==> src/rtl/uart_tx_pkg.sv <==
// Shared definitions for the UART frame transmitter: parity modes, FSM
// state encoding and frame-length arithmetic.
package uart_tx_pkg;

  localparam int PAR_NONE = 0;
  localparam int PAR_EVEN = 1;
  localparam int PAR_ODD  = 2;

  typedef enum logic [2:0] {
    ST_IDLE   = 3'd0,
    ST_START  = 3'd1,
    ST_DATA   = 3'd2,
    ST_PARITY = 3'd3,
    ST_STOP   = 3'd4
  } tx_state_e;

  function automatic int frame_len(input int data_w, input int parity_mode, input int stop_bits);
    return 1 + data_w + ((parity_mode != PAR_NONE) ? 1 : 0) + stop_bits;
  endfunction

endpackage

==> src/rtl/tx_fifo.sv <==
// Power-of-two synchronous FIFO with occupancy level; full is derived from
// the registered level so a same-cycle pop never frees a slot early.
module tx_fifo #(
  parameter int WIDTH = 8,
  parameter int DEPTH = 4
) (
  input  logic                     clk_i,
  input  logic                     rst_n_i,
  input  logic                     push_i,
  input  logic [WIDTH-1:0]         wdata_i,
  input  logic                     pop_i,
  output logic [WIDTH-1:0]         head_o,
  output logic [$clog2(DEPTH):0]   level_o,
  output logic                     full_o,
  output logic                     empty_o
);

  localparam int AW = $clog2(DEPTH);
  localparam int LW = AW + 1;

  logic [WIDTH-1:0] mem_q [DEPTH];
  logic [AW-1:0]    wr_ptr_q;
  logic [AW-1:0]    rd_ptr_q;
  logic [LW-1:0]    level_q;
  logic [LW-1:0]    level_d;
  logic             do_push_s;
  logic             do_pop_s;

  assign full_o    = (level_q == LW'(DEPTH));
  assign empty_o   = (level_q == LW'(0));
  assign level_o   = level_q;
  assign head_o    = mem_q[rd_ptr_q];
  assign do_push_s = push_i & ~full_o;
  assign do_pop_s  = pop_i & ~empty_o;

  always_comb begin
    level_d = level_q;
    case ({do_push_s, do_pop_s})
      2'b10:   level_d = level_q + LW'(1);
      2'b01:   level_d = level_q - LW'(1);
      default: level_d = level_q;
    endcase
  end

  always_ff @(posedge clk_i) begin
    if (!rst_n_i) begin
      wr_ptr_q <= '0;
      rd_ptr_q <= '0;
      level_q  <= '0;
    end else begin
      level_q <= level_d;
      if (do_push_s) wr_ptr_q <= wr_ptr_q + AW'(1);
      if (do_pop_s)  rd_ptr_q <= rd_ptr_q + AW'(1);
    end
  end

  // Storage has no reset; only the pointers define valid contents.
  always_ff @(posedge clk_i) begin
    if (rst_n_i && do_push_s) mem_q[wr_ptr_q] <= wdata_i;
  end

endmodule

==> src/rtl/uart_frame_tx.sv <==
// UART frame transmitter: buffered words are serialised as start, data,
// optional parity and stop bits, advancing one bit per baud tick.
module uart_frame_tx
  import uart_tx_pkg::*;
#(
  parameter int DATA_W      = 8,
  parameter int PARITY_MODE = 1,
  parameter int STOP_BITS   = 1,
  parameter int MSB_FIRST   = 0,
  parameter int FIFO_DEPTH  = 4
) (
  input  logic                          Clk,
  input  logic                          RstN,
  input  logic                          TickTack,
  input  logic                          DinValid,
  input  logic [DATA_W-1:0]             Din,
  output logic                          DinReady,
  output logic                          DoutTx,
  output logic                          BusyFlag,
  output logic                          Done,
  output logic                          Overflow,
  output logic [$clog2(FIFO_DEPTH):0]   FifoLevel
);

  localparam int LW    = $clog2(FIFO_DEPTH) + 1;
  localparam int CNT_W = $clog2(frame_len(DATA_W, PARITY_MODE, STOP_BITS) + 1);

  if (DATA_W < 5 || DATA_W > 9) begin : g_bad_data_w
    $error("uart_frame_tx: DATA_W must be 5..9");
  end
  if (PARITY_MODE < PAR_NONE || PARITY_MODE > PAR_ODD) begin : g_bad_parity
    $error("uart_frame_tx: PARITY_MODE must be 0, 1 or 2");
  end
  if (STOP_BITS < 1 || STOP_BITS > 2) begin : g_bad_stop
    $error("uart_frame_tx: STOP_BITS must be 1 or 2");
  end
  if (MSB_FIRST < 0 || MSB_FIRST > 1) begin : g_bad_order
    $error("uart_frame_tx: MSB_FIRST must be 0 or 1");
  end
  if (FIFO_DEPTH < 2 || (FIFO_DEPTH & (FIFO_DEPTH - 1)) != 0) begin : g_bad_depth
    $error("uart_frame_tx: FIFO_DEPTH must be a power of 2, at least 2");
  end

  logic [DATA_W-1:0] head_s;
  logic [LW-1:0]     level_s;
  logic              full_s;
  logic              empty_s;
  logic              push_s;
  logic              pop_s;
  logic              head_par_s;
  logic              next_bit_s;
  logic [DATA_W-1:0] shifted_s;

  tx_state_e         state_q;
  logic [DATA_W-1:0] shreg_q;
  logic [CNT_W-1:0]  cnt_q;
  logic              parity_q;
  logic              dout_q;
  logic              done_q;
  logic              ovf_q;

  tx_fifo #(
    .WIDTH (DATA_W),
    .DEPTH (FIFO_DEPTH)
  ) u_fifo (
    .clk_i   (Clk),
    .rst_n_i (RstN),
    .push_i  (push_s),
    .wdata_i (Din),
    .pop_i   (pop_s),
    .head_o  (head_s),
    .level_o (level_s),
    .full_o  (full_s),
    .empty_o (empty_s)
  );

  // Pops happen only on the tick that starts a frame: from IDLE or at the end of the last stop bit.
  assign push_s = DinValid & RstN;
  assign pop_s  = RstN & TickTack & ~empty_s &
                  ((state_q == ST_IDLE) ||
                   ((state_q == ST_STOP) && (cnt_q == CNT_W'(STOP_BITS))));

  assign head_par_s = (^head_s) ^ (PARITY_MODE == PAR_ODD);
  assign next_bit_s = (MSB_FIRST != 0) ? shreg_q[DATA_W-1] : shreg_q[0];
  assign shifted_s  = (MSB_FIRST != 0) ? (shreg_q << 1) : (shreg_q >> 1);

  assign DinReady  = ~full_s;
  assign DoutTx    = dout_q;
  assign Done      = done_q;
  assign Overflow  = ovf_q;
  assign FifoLevel = level_s;
  assign BusyFlag  = (state_q != ST_IDLE) | ~empty_s;

  always_ff @(posedge Clk) begin
    if (!RstN) begin
      state_q  <= ST_IDLE;
      shreg_q  <= '0;
      cnt_q    <= '0;
      parity_q <= 1'b0;
      dout_q   <= 1'b1;
      done_q   <= 1'b0;
      ovf_q    <= 1'b0;
    end else begin
      done_q <= 1'b0;
      if (DinValid && full_s) ovf_q <= 1'b1;
      if (TickTack) begin
        case (state_q)
          ST_IDLE: begin
            if (pop_s) begin
              shreg_q  <= head_s;
              parity_q <= head_par_s;
              dout_q   <= 1'b0;
              state_q  <= ST_START;
            end
          end
          ST_START: begin
            dout_q  <= next_bit_s;
            shreg_q <= shifted_s;
            cnt_q   <= CNT_W'(1);
            state_q <= ST_DATA;
          end
          ST_DATA: begin
            if (cnt_q == CNT_W'(DATA_W)) begin
              if (PARITY_MODE != PAR_NONE) begin
                dout_q  <= parity_q;
                state_q <= ST_PARITY;
              end else begin
                dout_q  <= 1'b1;
                cnt_q   <= CNT_W'(1);
                state_q <= ST_STOP;
              end
            end else begin
              dout_q  <= next_bit_s;
              shreg_q <= shifted_s;
              cnt_q   <= cnt_q + CNT_W'(1);
            end
          end
          ST_PARITY: begin
            dout_q  <= 1'b1;
            cnt_q   <= CNT_W'(1);
            state_q <= ST_STOP;
          end
          ST_STOP: begin
            if (cnt_q == CNT_W'(STOP_BITS)) begin
              done_q <= 1'b1;
              cnt_q  <= '0;
              // A queued word starts immediately so frames run back to back.
              if (pop_s) begin
                shreg_q  <= head_s;
                parity_q <= head_par_s;
                dout_q   <= 1'b0;
                state_q  <= ST_START;
              end else begin
                state_q <= ST_IDLE;
              end
            end else begin
              cnt_q <= cnt_q + CNT_W'(1);
            end
          end
          default: begin
            dout_q  <= 1'b1;
            state_q <= ST_IDLE;
          end
        endcase
      end
    end
  end

endmodule
==> config.mk <==
export PLATFORM = sky130hd
export DESIGN_NAME = uart_frame_tx
export DESIGN_NICKNAME = d
export VERILOG_FILES = /design/src/rtl/uart_tx_pkg.sv /design/src/rtl/tx_fifo.sv /design/src/rtl/uart_frame_tx.sv
export SDC_FILE = /design/constraint.sdc
export NUM_CORES = 1
export LEC_CHECK = 0
export ABC_AREA = 1
export ABC_CLOCK_PERIOD_IN_PS = 2000
export CAP_MARGIN = 20
export CORE_MARGIN = 2
export CORE_UTILIZATION = 25
export DETAILED_ROUTE_END_ITERATION = 10
export HOLD_SLACK_MARGIN = 0.03
export PLACE_DENSITY_LB_ADDON = 0.1
export SYNTH_ARGS = -nofsm -noshare
export SYNTH_HDL_FRONTEND = slang
export SYNTH_SLANG_ARGS = --single-unit
==> constraint.sdc <==
create_clock -name Clk -period 2 [get_ports Clk]
set_input_delay 0.4 -clock Clk [delete_from_list [all_inputs] [get_ports Clk]]
set_output_delay 0.4 -clock Clk [all_outputs]
set_load 0.01 [all_outputs]
After elaboration in Yosys (flattened, before gate mapping) --
Memory sizes are Yosys's and may differ from the RTL's. A register that Yosys moved wholly into a read port is not among the register bits. Cells that the tools add are included.
Storage, ports and cells: bits in registers 26, input bits 12, memories 1, word-level logic and storage cells 82, output and inout bits 8, RAM bits 32
Memories:
- u_fifo.mem_q | words 4, width 8, read ports 1, clocked after memory_dff 1, wr ports 1, line tx_fifo.sv:21 | logic [WIDTH-1:0] mem_q [DEPTH];
Cells by class: multiplexer cells 25, bitwise gates (word level) 9, reductions and logical operators 19, equality and inequality tests 13, add/subtract/negate cells 5
Operators with widths (count):
- 8-bit one-hot mux with 4 select lines | 1
- 8-bit two-way mux | 3
- 3-bit one-hot mux with 5 select lines | 1
- 4-bit one-hot mux with 3 select lines | 1
- 1-bit two-way mux | 9
- 3-bit two-way mux | 3
- 3-bit AND reduction | 3
- 4-bit two-way mux | 2
- 4-bit AND reduction | 2
- 8-bit XOR reduction | 1
- 1-bit AND | 6
- 3-bit by 2-bit equality test with 1-bit output, second input constant | 2
- 3-bit equality test, second input constant | 2
- 3-bit logical NOT | 2
- 3-bit one-hot mux with 2 select lines | 1
- 3-bit nonzero test | 2
- 2-bit by 1-bit adder with 2-bit output, second input constant | 2
- 4-bit by 1-bit adder with 4-bit output, second input constant | 1
- 4-bit by 1-bit equality test with 1-bit output, second input constant | 1
- 4-bit equality test, second input constant | 1
- 2-bit two-way mux | 2
- 2-bit by 1-bit != test with 1-bit output, second input constant | 2
- 2-bit != test, second input constant | 2
- 1-bit one-hot mux with 4 select lines | 1
- other kinds (14) | 18

Longest topological paths before layout --
depth in word-level cells 7, gate-level depth with buffers 15, depth with buffers taken out 15

Hierarchy --
A second synthesis with hierarchy kept.
Unflattened totals: cell total of the unflattened synthesis 355, area total of the unflattened synthesis 3029.2 µm²
Modules (own cells, without submodules):
- tx_fifo | cells each 151, area an instance 1732.9 µm², times used 1, sequential area each 1141.1 µm²
- uart_frame_tx | cells each 204, area an instance 1296.2 µm², times used 1, sequential area each 380.4 µm²

Worst setup path after synthesis --
OpenSTA, ideal clock, no wires.
path kind register to register, start point register cnt_q[1], end point register u_fifo.level_q[2], in the netlist u_fifo.level_o[2], path buffers 0, cell stages (with the launch flop) 16, arrival time 1.990 ns, period minus slack after synthesis 2.112 ns, required time 1.878 ns, setup slack -0.112 ns, path through dfxtp_1 inv_1 ha_1 nand2_1 nor2_1 nand2_1 nand2_1 nand2_2 inv_2 ha_1 inv_1 fa_1 a21oi_1 o21ai_0 o21ai_0 a21oi_1
Between the ends: word-level cells in the longest chain between the ends 7, elaborated cells on any way between the ends 9, classes of those cells eq/ne (3); mux (1); bitwise (2); reduce/logical (3)
RTL lines:
- from (decl) | line uart_frame_tx.sv:56 | logic [CNT_W-1:0] cnt_q;
- from (signal assigned) | line uart_frame_tx.sv:135 | cnt_q <= cnt_q + CNT_W'(1);
- from (signal assigned) | line uart_frame_tx.sv:157 | cnt_q <= cnt_q + CNT_W'(1);
- 4-bit by 1-bit equality test with 1-bit output (*) | line uart_frame_tx.sv:81 | ((state_q == ST_STOP) && (cnt_q == CNT_W'(STOP_BITS))));
- 1-bit logical AND (*) | line uart_frame_tx.sv:81
- 1-bit logical OR (*) | line uart_frame_tx.sv:80 | ((state_q == ST_IDLE) ||
- 1-bit AND (*) | line uart_frame_tx.sv:79 | assign pop_s = RstN & TickTack & ~empty_s &
- 1-bit AND (*) | line tx_fifo.sv:34 | assign do_pop_s = pop_i & ~empty_o;
- net u_fifo.do_pop_s | line tx_fifo.sv:27 | logic do_pop_s;
- 2-bit by 1-bit equality test with 1-bit output or 2-bit equality test (tied branches) | line tx_fifo.sv:38 | case ({do_push_s, do_pop_s})
- 3-bit one-hot mux with 2 select lines or 2-bit nonzero test (tied branches)
- to (signal assigned) | line tx_fifo.sv:51 | level_q <= level_d;
- to (decl) | line tx_fifo.sv:24 | logic [LW-1:0] level_q;
The timed path passes the listed nets; every way through them passes the cells marked *. A chain may end at the register's enable or synchronous reset.

Worst setup path in the final report --
Same ends and word-level chain as after synthesis.

==> results.yml <==
grt:
  first_global_vias: 2306
  total_routing_usage_reported_by_global_routing_pct: 11.4
  number_of_antenna_violations_at_the_first_check_in_global_routing: 0
  grt_overflow_total: 0
  grt_start_max_net_pins: 23
  grt_pass1_wl_mm: 11.3
worst_hold_path:
  hold-path-endpoint: "Overflow"
  timing.hold.worst.class: "flip-flop to flip-flop"
  timing.hold.worst.start: "Overflow"
  hold-path-cell-count: 2
finish:
  final_common_cell: "sky130_fd_sc_hd__nand2_1"
  layout.cells.non_filler: 576
  fin_nets: 445
  area_growth_syn_to_layout_pct: 30.8
  layout-drive-gt1-share_pct: 20.3
  postLayoutCoreUtil_pct: 33.3
  n_antenna_cell: 0
  top_library_cells_by_usage_in_the_layout_fill_and_taps_aside: "sky130_fd_sc_hd__nand2_1 (123), sky130_fd_sc_hd__buf_4 (32), sky130_fd_sc_hd__edfxtp_1 (32), sky130_fd_sc_hd__nor2_1 (31), sky130_fd_sc_hd__inv_1 (29)"
routing:
  drt.antenna.violating_nets: 0
  wire_per_inst_um: 12.2
  1st_pass_router_iterations: 4
  detail_route.iter0.violations: 115
  drc: 0
  via_count: 2465
  route.detailed.vias_per_inst: 4.28
  drt_wl_total_mm: 7.01
timing:
  layout_setup_ws_ns: 0.0190
  clock.fmax_ghz: 0.505
  worst-slew-pin-transition_ns: 0.356
  fin_hold_ws_ns: 0.450
  fin_tns_setup_ns: 0
  finalHoldViolations: 0
  rsz0062_at_grt: "yes"
  final.setup_skew_ns: 0.00612
  final.period_utilization_pct: 99.1
  drv_slew: 0
  final_setup_violation_count: 0
  finalWorstPathRequiredPeriod_ns: 1.98
  relative_slew_margins_pct: 76.2
floorplan:
  fp.coreArea_um2: 12000
  die-area_um2: 13100
  initial_utilization_pct: 25.4
  chipWidth_um: 114
  num_rows: 40
  design.portCount: 20
  dieHeight_um: 114
run_status:
  status: "completed"
placement:
  post_place_setup_slack_ns: -0.195
  place.gp.congestion: 0.740
  port-buffer-count: 19
  place_inst: 556
  hpwl_mm: 4.91
synthesis:
  postSynthNetCount: 392
  synth.yosys.warnings: 0
  synth-async-reset-ratio_pct: 0
  ys_seq_area_share_pct: 50.0
  syn_area_um2: 3040
  synthFlopType: "sky130_fd_sc_hd__edfxtp_1"
  ys_ff_latch: 60
  number_of_enable_type_register_cells_in_the_synthesized_netlist: 32
  postSynthCellCount: 371
  syn-mean-instance-area_um2: 8.20
  synth_cell_types: 29
setup_path:
  required_time_of_the_worst_setup_path_ns: 2.21
  crit-reg2reg-capture: "u_fifo.level_o[2]"
  regToRegStartpoint: "cnt_q[1]"
  timing_worst_setup_path_type: "flip-flop to flip-flop"
  setup.worst_path.end_class: "flip-flop"
  arrival_ns: 2.19
  reg2regPathDepth: 15
  cp-start-kind: "flip-flop"
  reg2reg_setup_slack_ns: 0.02
  crit_fanout: 2
cts:
  cts_tree: "built"
  cts.sink_count: 60
  root_cell_of_the_clock_tree: "sky130_fd_sc_hd__clkbuf_16"
  clock_edge_transition_at_the_registers_on_the_reported_setup_and_hold_paths_ns: 0.05
  clock_tree_buffer_depth: 2
  clock_insertion_delay_worst_skew_ns: 0.33
  cts_max_level: 3
  cts_hold_repair.buffers: 0
  tritoncts.num_buffers: 9
power_and_ir_drop:
  power.internal_mw: 3.44
  switching_share_pct: 32.3
  total_switching_power_mw: 1.64
  pwr-share-comb_pct: 34.2
  power.sequential.fraction_pct: 31.2
  power-per-cell-area_nw_per_um2: 1280
  power.static_leakage_nw: 1.68
  clock_power_share_pct: 34.6
  worst_ir_drop_vdd_mv: 0.706
job:
  max_cap_viol_count: 0
-- synth_stat cells (2+ instances only) --
cell type | n | area [µm²]
sky130_fd_sc_hd__a21oi_1 | 13 | 65.1
sky130_fd_sc_hd__a211oi_1 | 4 | 30.0
sky130_fd_sc_hd__dfxtp_1 | 28 | 561
sky130_fd_sc_hd__nand3_1 | 20 | 100
sky130_fd_sc_hd__buf_2 | 2 | 10.0
sky130_fd_sc_hd__clkbuf_1 | 2 | 7.51
sky130_fd_sc_hd__nor2_1 | 33 | 124
sky130_fd_sc_hd__nand2_2 | 11 | 68.8
sky130_fd_sc_hd__nand2_1 | 126 | 473
sky130_fd_sc_hd__nor3b_1 | 2 | 15.0
sky130_fd_sc_hd__inv_2 | 4 | 15.0
sky130_fd_sc_hd__edfxtp_1 | 32 | 961
sky130_fd_sc_hd__inv_1 | 32 | 120
sky130_fd_sc_hd__nor3_1 | 4 | 20.0
sky130_fd_sc_hd__nand2_4 | 2 | 22.5
sky130_fd_sc_hd__o21ai_1 | 4 | 20.0
sky130_fd_sc_hd__o21ai_0 | 27 | 135
sky130_fd_sc_hd__ha_1 | 8 | 100
sky130_fd_sc_hd__nand3_2 | 4 | 40.0
sky130_fd_sc_hd__buf_6 | 4 | 45.0
-- how the worst max path moves through the flow --
| stage | start | end | depth (start not counted) |
|---|---|---|---|
| after detailed placement | TickTack | u_fifo.level_o[2] | 12 |
| after CTS | u_fifo.level_o[2] | DinReady | 4 |
| after floorplan | cnt_q[1] | u_fifo.level_o[2] | 15 |
| after global routing | cnt_q[1] | u_fifo.level_o[2] | 15 |
| after global placement | TickTack | u_fifo.level_o[2] | 12 |
| final | cnt_q[1] | u_fifo.level_o[2] | 15 |
-- area by class of cell --
cell class,count,area (µm²)
fillers,1228,7980
flip-flops and latches,60,1520
multi-input cells,264,1350
repair buffers,51,432
clock buffers,12,236
well taps,147,184
inverters,38,151
clock inverters,4,97.6
-- what timing repair did --
| action | 4_1_cts | 5_1_grt |
|---|---|---|
| gates resized for setup | 1 | 18 |
| pin swaps | 1 | 10 |
| setup buffers | 1 | 3 |
| setup endpoints to repair | 2 | 3 |
-- registers in the layout (all words and copies together) (netlist names), 2 cells and up, named ones only --
register         count
cnt_q                4
shreg_q              8
state_q              3
u_fifo.level_o       3
u_fifo.mem_q        32
u_fifo.rd_ptr_q      2
u_fifo.wr_ptr_q      2
-- per-stage QoR --
stage | area (µm²) | total power [mW]
finish | 3980 | 5.09
CTS | 3890 | 5.03
global placement | 3550 | 3.25
detailed placement | 3550 | 3.25
global route | 3980 | 5.45
floorplan | 3050 | 2.63
-- critical path, stage by stage, from the launching register on --
cell and delay [ns]:
sky130_fd_sc_hd__dfxtp_2 0.32, sky130_fd_sc_hd__inv_2 0.06, sky130_fd_sc_hd__ha_4 0.13, sky130_fd_sc_hd__nand2_4 0.05, sky130_fd_sc_hd__nor2_4 0.12, sky130_fd_sc_hd__nand2_2 0.08, sky130_fd_sc_hd__nand2_2 0.06, sky130_fd_sc_hd__nand2_2 0.05
sky130_fd_sc_hd__inv_2 0.07, sky130_fd_sc_hd__ha_4 0.12, sky130_fd_sc_hd__inv_2 0.04, sky130_fd_sc_hd__fa_2 0.37, sky130_fd_sc_hd__a21oi_2 0.15, sky130_fd_sc_hd__o21ai_2 0.07, sky130_fd_sc_hd__o21ai_1 0.12, sky130_fd_sc_hd__a21oi_1 0.05
-- power by group through the flow --
stage | logic, mW | clock network, mW | registers (mW)
final | 1.74 | 1.76 | 1.59
after global placement | 1.66 | 0 | 1.59
after detailed placement | 1.65 | 0 | 1.60
after global routing | 1.98 | 1.85 | 1.61
after floorplan | 1.04 | 0 | 1.60
after CTS | 1.65 | 1.81 | 1.57
-- per-layer routing --
metal | track usage [%] | wire length [µm] | up-vias
met5 | 0 | 0 | -
met4 | 4.88 | 107 | 0
met3 | 3.81 | 183 | 7
met2 | 18.8 | 3410 | 15
met1 | 13.7 | 3310 | 1133
li1 | - | - | 1310
-- cells by family (layout without fill, tap and decap cells) --
logic type / count (synthesis) / in the layout / synth area share [%]
simple gates: 205 / 205 / 29.6
xor+xnor: 1 / 1 / 0.288
flops: 60 / 60 / 50.0
fa+ha+maj: 9 / 9 / 3.95
compound gates: 49 / 49 / 8.44
buf+inv: 47 / 105 / 7.70
Note: power is estimated with default switching activity, not from simulation.
